--- config.mk ---
export PLATFORM = sky130hd
export DESIGN_NAME = mmio_serial_tx
export DESIGN_NICKNAME = d
export VERILOG_FILES = /design/src/rtl/mmio_serial_tx.sv
export SDC_FILE = /design/constraint.sdc
export NUM_CORES = 1
export LEC_CHECK = 0
export ABC_CLOCK_PERIOD_IN_PS = 7100
export BUFFER_PORTS_ARGS = -buffer_cell sky130_fd_sc_hd__buf_2
export CORE_ASPECT_RATIO = 1.2
export CORE_UTILIZATION = 45
export DETAILED_ROUTE_END_ITERATION = 12
export PLACE_DENSITY_LB_ADDON = 0.12
export SLEW_MARGIN = 20
export SYNTH_ARGS = -nofsm -noshare
export SYNTH_HDL_FRONTEND = slang
export SYNTH_SLANG_ARGS = --single-unit
export TNS_END_PERCENT = 100
--- constraint.sdc ---
create_clock -name ck -period 7.1 [get_ports ck]
set_clock_uncertainty 0.2 [all_clocks]
set_input_delay 1.42 -clock ck [delete_from_list [all_inputs] [get_ports ck]]
set_output_delay 1.42 -clock ck [all_outputs]
set_load 0.02 [all_outputs]
--- src/rtl/mmio_serial_tx.sv ---
// Memory-mapped serial transmitter: CPU pushes words into a TX FIFO and polls
// STATUS; words are sent as start / data (LSB first) / stop frames on the line output.
// Optional even-parity bit between data and stop: define MMIO_SERIAL_TX_PARITY_EN.
module mmio_serial_tx #(
   parameter int unsigned       ADDR_W     = 8,
   parameter int unsigned       DATA_W     = 16,
   parameter int unsigned       FIFO_DEPTH = 4,
   parameter int unsigned       CLK_DIV    = 1,
   parameter logic [ADDR_W-1:0] BASE_ADDR  = ADDR_W'(8'hFE)
) (
   input  logic              ck,
   input  logic              rst,
   input  logic [ADDR_W-1:0] address,
   input  logic [DATA_W-1:0] dataW,
   input  logic              ce,
   input  logic              we,
   output logic              hit,
   output logic [DATA_W-1:0] rdata,
   output logic              line,
   output logic              busy
);

   localparam int unsigned PTR_W  = (FIFO_DEPTH > 1) ? $clog2(FIFO_DEPTH) : 1;
   localparam int unsigned CNT_W  = $clog2(FIFO_DEPTH + 1);
   localparam int unsigned BAUD_W = (CLK_DIV > 1) ? $clog2(CLK_DIV) : 1;
   localparam int unsigned IDX_W  = (DATA_W > 1) ? $clog2(DATA_W) : 1;

   localparam logic [ADDR_W-1:0] DATA_ADDR = BASE_ADDR + ADDR_W'(1);
   localparam logic [PTR_W-1:0]  PTR_LAST  = PTR_W'(FIFO_DEPTH - 1);
   localparam logic [CNT_W-1:0]  CNT_FULL  = CNT_W'(FIFO_DEPTH);
   localparam logic [BAUD_W-1:0] BAUD_LAST = BAUD_W'(CLK_DIV - 1);
   localparam logic [IDX_W-1:0]  IDX_LAST  = IDX_W'(DATA_W - 1);

`ifdef MMIO_SERIAL_TX_PARITY_EN
   localparam logic PAR_FLAG = 1'b1;
`else
   localparam logic PAR_FLAG = 1'b0;
`endif

   typedef enum logic [2:0] {
      IDLE   = 3'd0,
      START  = 3'd1,
      DATA   = 3'd2,
      PARITY = 3'd3,
      STOP   = 3'd4
   } state_t;

   state_t              state, state_n;
   logic [BAUD_W-1:0]   baud, baud_n;
   logic [IDX_W-1:0]    idx, idx_n;
   logic [DATA_W-1:0]   shreg, shreg_n;
   logic                line_n;
   logic                busy_n;
`ifdef MMIO_SERIAL_TX_PARITY_EN
   logic                par_q, par_n;
`endif

   logic [DATA_W-1:0]   mem [FIFO_DEPTH];
   logic [PTR_W-1:0]    wr_ptr, rd_ptr;
   logic [CNT_W-1:0]    count;
   logic                overflow;

   logic                sel_status, sel_data;
   logic                push_req, push_ok, pop;
   logic                empty, full, bit_done;
   logic [4:0]          status_bits;

   // Bus decode and STATUS read mux
   assign sel_status  = ce && (address == BASE_ADDR);
   assign sel_data    = ce && (address == DATA_ADDR);
   assign hit         = sel_status || sel_data;
   assign status_bits = {PAR_FLAG, overflow, full, empty, busy};
   assign rdata       = sel_status ? DATA_W'(status_bits) : '0;

   // FIFO flags; a push into a full FIFO is still accepted when a pop frees a slot
   assign empty    = (count == '0);
   assign full     = (count == CNT_FULL);
   assign push_req = sel_data && we;
   assign push_ok  = push_req && (!full || pop);
   assign bit_done = (baud == BAUD_LAST);

   // Next-state logic for the frame sequencer; line/busy follow the next state
   always_comb begin
      state_n = state;
      baud_n  = baud;
      idx_n   = idx;
      shreg_n = shreg;
      pop     = 1'b0;
      line_n  = 1'b1;
      busy_n  = 1'b0;
`ifdef MMIO_SERIAL_TX_PARITY_EN
      par_n   = par_q;
`endif
      case (state)
         IDLE: begin
            baud_n = '0;
            if (!empty) begin
               pop     = 1'b1;
               shreg_n = mem[rd_ptr];
               state_n = START;
`ifdef MMIO_SERIAL_TX_PARITY_EN
               par_n   = ^mem[rd_ptr];
`endif
            end
         end
         START: begin
            if (bit_done) begin
               baud_n  = '0;
               idx_n   = '0;
               state_n = DATA;
            end else begin
               baud_n = baud + BAUD_W'(1);
            end
         end
         DATA: begin
            if (bit_done) begin
               baud_n  = '0;
               shreg_n = shreg >> 1;
               if (idx == IDX_LAST) begin
`ifdef MMIO_SERIAL_TX_PARITY_EN
                  state_n = PARITY;
`else
                  state_n = STOP;
`endif
               end else begin
                  idx_n = idx + IDX_W'(1);
               end
            end else begin
               baud_n = baud + BAUD_W'(1);
            end
         end
`ifdef MMIO_SERIAL_TX_PARITY_EN
         PARITY: begin
            if (bit_done) begin
               baud_n  = '0;
               state_n = STOP;
            end else begin
               baud_n = baud + BAUD_W'(1);
            end
         end
`endif
         STOP: begin
            if (bit_done) begin
               baud_n = '0;
               if (!empty) begin
                  pop     = 1'b1;
                  shreg_n = mem[rd_ptr];
                  state_n = START;
`ifdef MMIO_SERIAL_TX_PARITY_EN
                  par_n   = ^mem[rd_ptr];
`endif
               end else begin
                  state_n = IDLE;
               end
            end else begin
               baud_n = baud + BAUD_W'(1);
            end
         end
         default: begin
            state_n = IDLE;
            baud_n  = '0;
         end
      endcase

      case (state_n)
         START:   line_n = 1'b0;
         DATA:    line_n = shreg_n[0];
`ifdef MMIO_SERIAL_TX_PARITY_EN
         PARITY:  line_n = par_n;
`endif
         default: line_n = 1'b1;
      endcase
      busy_n = (state_n != IDLE);
   end

   // Sequencer state and registered serial outputs
   always_ff @(posedge ck or negedge rst) begin
      if (!rst) begin
         state <= IDLE;
         baud  <= '0;
         idx   <= '0;
         shreg <= '0;
         line  <= 1'b1;
         busy  <= 1'b0;
`ifdef MMIO_SERIAL_TX_PARITY_EN
         par_q <= 1'b0;
`endif
      end else begin
         state <= state_n;
         baud  <= baud_n;
         idx   <= idx_n;
         shreg <= shreg_n;
         line  <= line_n;
         busy  <= busy_n;
`ifdef MMIO_SERIAL_TX_PARITY_EN
         par_q <= par_n;
`endif
      end
   end

   // FIFO storage, written on accepted pushes only
   always_ff @(posedge ck) begin
      if (push_ok) begin
         mem[wr_ptr] <= dataW;
      end
   end

   // FIFO pointers, occupancy and sticky overflow flag
   always_ff @(posedge ck or negedge rst) begin
      if (!rst) begin
         wr_ptr   <= '0;
         rd_ptr   <= '0;
         count    <= '0;
         overflow <= 1'b0;
      end else begin
         if (push_ok) begin
            wr_ptr <= (wr_ptr == PTR_LAST) ? '0 : wr_ptr + PTR_W'(1);
         end
         if (pop) begin
            rd_ptr <= (rd_ptr == PTR_LAST) ? '0 : rd_ptr + PTR_W'(1);
         end
         case ({push_ok, pop})
            2'b10:   count <= count + CNT_W'(1);
            2'b01:   count <= count - CNT_W'(1);
            default: count <= count;
         endcase
         if (push_req && !push_ok) begin
            overflow <= 1'b1;
         end else if (sel_status && we && dataW[3]) begin
            overflow <= 1'b0;
         end
      end
   end

endmodule
Word level (Yosys, flattened, before mapping)
Memories as Yosys holds them, arrays and structs flattened.
Index checks and enable logic that the tools add are counted.

cells by class
  reduce and logical (&&, ||, !) cells = 21
  equal/unequal tests = 17
  multiplexer cells = 29
  $add $sub $neg = 6

operator list
  kind                   number
  $mux W16               3
  $pmux W16 S3           1
  $eq A8 B8 Y1 const B   2
  $mux W4                4
  $mux W3                5
  $pmux W3 S4            1
  $mux W1                9
  $ne A2 B2 Y1 const B   4
  $pmux W4 S2            1
  $logic_and A1 B1 Y1    7
  $eq A2 B2 Y1 const B   3
  $eq A3 B1 Y1 const B   2
  $eq A3 B2 Y1 const B   2
  $eq A3 B3 Y1 const B   2
  $logic_not A3 Y1       2
  $pmux W3 S2            1
  $reduce_bool A2 Y1     3
  $reduce_bool A3 Y1     2
  $add A2 B1 Y2 const B  2
  $add A4 B1 Y4 const B  1
  $eq A4 B4 Y1 const B   1
  $mux W2                2
  $pmux W1 S2            2
  $reduce_and A4 Y1      1
  8 further kinds        10

storage, ports and cells
  bits in registers = 34
  bits in writable memories = 64
  logic and storage cells = 85
  output and inout port bits = 19
  memories = 1

memory list
  memory  words  bits a word  rd ports  clocked after memory_dff  wr ports  line  text
  mem     4      16           1         0                         1         58    logic [DATA_W-1:0] mem [FIFO_DEPTH];

Logic depth before layout (Yosys ltp)
  word-level depth = 9
  mapped depth = 10
  mapped depth without buffers = 8

Least setup slack after synthesis
OpenSTA, ideal clock, no wires.

  path kind = in2out
  start = input address[6]
  end = output rdata[1]
  data arrival time = 2.283 ns
  buffers on the path = 0
  slack = 3.197 ns
  cell stages on the path = 2
  path through = nand4_2 nor4_1

on the way
  longest elaborated chain between the ends = 3

RTL lines
  what                 line  text
  start, declared      13    input logic [ADDR_W-1:0] address,
  $eq A8 B8 Y1         69    assign sel_status = ce && (address == BASE_ADDR);
  $logic_and A1 B1 Y1  69
  $mux W4              73    assign rdata = sel_status ? DATA_W'(status_bits) : '0;
  end, declared        18    output logic [DATA_W-1:0] rdata,

Every way passes these cells.

Worst setup path in the final report
  start = input address[6]
  end = output rdata[2]

Same word-level chain as after synthesis.

==> impl_metrics.toml <==
[worst_hold_path]
hold_class = "reg2reg"

[critical_path]
crit_buf_inv = 2
r2r-end = "count[1]$_DFFE_PN0P_"
r2r_start = "state[0]$_DFF_PN0_"
crit_family = "simple AND/OR/NAND/NOR gates"
cp-endpoint = "rdata[2]"
max_stage_delay_ps = 310
critical_path_class = "in2out"
crit_cells = 5
cp-end-kind = "primary output"
crit_required_ps = 5480
start_kind = "input port"
cp_common_cell = "buf_2"
cp.arrival_ps = 2330
path_cells = "buf_2 -> nand4_2 -> nor3_1 -> and3_1 -> buf_2"
worstPathMaxFanout = 6
cp-startpoint = "address[6]"
reg2regPathDepth = 8
slowest_stage = "nor3_1"
rrSetupSlack_ps = 4280

[power_and_ir_drop]
internal_power_mw = 1.020
peakVddDrop_mv = 0.1490
clock_power_share_pct = 19.5
p_leak_nw = 1.811
p_switching_mw = 0.5170
p_seq_share_pct = 50.4
combPwrFrac_pct = 30.1
cellPowerDensity_nw_per_um2 = 337.4
switching_share_pct = 33.64

[floorplan]
core_um2 = 9081
die_h_um = 108.2
dieArea_um2 = 9800
start_util_pct = 46.61
io_pins = 47
num_rows = 38
fp.dieW_um = 90.54

[finish]
drive_gt1_share_pct = 21.68
final_common_cell = "edfxtp_1"
final_cell_count_no_fill = 429
antenna_cells = 0
final_nets = 339
mostFrequentLayoutCells = "edfxtp_1, buf_2, dfrtp_1, inv_1"
syn_to_final_growth_pct = 7.626

[detailed_routing]
via_per_inst = 5.287
routed_wl_um = 6947
ant_nets = 0
via_count = 2268
drt-wirelength-per-cell_um = 16.19
drt-initial-drc-count = 197
drc = 0
drt_pass1_iterations = 6

[synthesis]
synth_warnings = 0
syn_avg_cell_area_um2 = 15.50
ys_seq_area_share_pct = 64.94
syn_inst = 273
synth_top_area_cell = "edfxtp_1"
synth_area_um2 = 4233
ys_types = 50
ys_async_sr_fraction_pct = 34.02
synth_top_area_share_pct = 45.40
ys.flop_type = "edfxtp_1"
yosys-top-cells-area = "edfxtp_1, dfrtp_1, mux4_1"
synth-edff-count = 64
synth_seq_cells = 97

[global_routing]
grt_pass1_wl_um = 11440
grt_usage_pct = 15.70
grt_pass1_vias = 2251
grt_overflow_total = 0
grt_max_degree = 34
antenna_found_initial = 0

[clocking]
post_cts_resized = 0
cts_num_sinks = 97
cts_buffer_depth = 2
cts_made_buffers = 9
cts_root_buffer = "clkbuf_8"
clk_latency_ps = 350
clk_pin_slew_ps = 80
cts_tree = "built"
post_cts_buffers = 0
cts_hold_buf = 0
htreeDepth = 3

[placement]
globalplace.congestion = 0.7659
dpl.cell_count = 413
dp_hpwl_um = 4507
portBuffers = 34

[timing]
hold_viol = 0
worst_slew_pin_slew_ps = 969.2
period_minus_slack_ps = 3952
drv_slew = 0
fmax_ghz = 0.2530
fin_crit_sh_pct = 55.67
rsz0062_at_grt = "false"
slew_headroom_pct = 35.39
setup_tns_ps = 0
setup_viol_count_final = 0

[outcome]
status = "complete, no violations"

[run]
maxCapViolCount = 0
==> routing by layer <==
layer  vias to the layer above  routed length (um)  global-route usage [%]
met3                        10                 224                   3.376
met5                         -                   0                       0
met4                         0                 150                   7.719
met1                      1139                3193                   20.62
li1                       1082                   -                       -
met2                        37                3377                   24.95
==> flip-flops by register name, summed over array words and instances, names as in the netlist <==
name,flops
busy,1
count,3
idx,4
line,1
mem,64
overflow,1
rd_ptr,2
shreg,16
state,3
wr_ptr,2
==> synthesized netlist by cell type (4+ instances only) <==
master and number:
edfxtp_1 64, and2_1 5, mux4_2 6, buf_4 13, dfrtp_1 32, buf_6 4, ha_1 6, nor2_1 7
a222oi_1 14, o21ai_0 7, nor3_1 4, buf_2 4, mux4_1 10, a21oi_1 9, inv_1 23, nand2_1 14
==> how the worst min path moves through the flow <==
stage | from | endpoint | slack [ps] | depth (start not counted)
6_report | shreg[12]$_DFFE_PN0P_ | shreg[12]$_DFFE_PN0P_ | 300 | 2
5_1_grt | shreg[3]$_DFFE_PN0P_ | shreg[3]$_DFFE_PN0P_ | 330 | 2
4_1_cts | shreg[12]$_DFFE_PN0P_ | shreg[12]$_DFFE_PN0P_ | 300 | 2
3_5_place_dp | shreg[12]$_DFFE_PN0P_ | shreg[12]$_DFFE_PN0P_ | 280 | 2
3_3_place_gp | shreg[12]$_DFFE_PN0P_ | shreg[12]$_DFFE_PN0P_ | 270 | 2
2_1_floorplan | shreg[10]$_DFFE_PN0P_ | shreg[10]$_DFFE_PN0P_ | 260 | 2
==> metrics by stage <==
stage / cell area [um^2] / hold WS, ps / utilization [%] / worst slack [ps] / power (mW)
final: 4556 / 297.7 / 50.17 / 3148 / 1.537
after global routing: 4556 / 329.3 / 50.17 / 3088 / 1.655
after CTS: 4556 / 296.1 / 50.17 / 3173 / 1.560
after detailed placement: 4398 / 278.7 / 48.43 / 3175 / 1.259
after global placement: 4398 / 272.4 / 48.43 / 3196 / 1.250
after floorplan: 4274 / 258.1 / - / 3197 / 1.188
==> power by group through the flow <==
stage / Clock [mW] / Combinational [mW] / Sequential (mW)
after floorplan: 0 / 0.459 / 0.729
after global placement: 0 / 0.459 / 0.790
after detailed placement: 0 / 0.469 / 0.791
after CTS: 0.311 / 0.471 / 0.778
after global routing: 0.334 / 0.530 / 0.791
final: 0.300 / 0.463 / 0.774
==> layout make-up <==
cell class / instances / area [um^2]
inverters: 24 / 90.09
repair buffers: 34 / 170.2
flip-flops and latches: 97 / 2749
fillers: 767 / 4526
clock buffers: 13 / 138.9
clock inverters: 3 / 18.77
multi-input cells: 138 / 1239
well taps: 120 / 150.1
==> cell families after synthesis <==
kind of cell / after synthesis / synth area share, %
buffers and inverters: 49 / 6.769
XOR/XNOR: 2 / 0.4139
flip-flops: 97 / 64.94
other: 1 / 0.08859
multiplexers: 22 / 10.91
AO/OA/AOI/OAI: 41 / 7.331
adder cells (fa/ha/maj): 7 / 2.246
AND/OR/NAND/NOR: 54 / 7.302
==> tightest hold or removal path: cells and delay by family, from the launching register on <==
kind | cells | cell delay (ps)
AO/OA/AOI/OAI | 1 | 70
flip-flops | 1 | 350
buffers and inverters | 1 | 50
No activity file was read; power rests on OpenSTA's default activity.
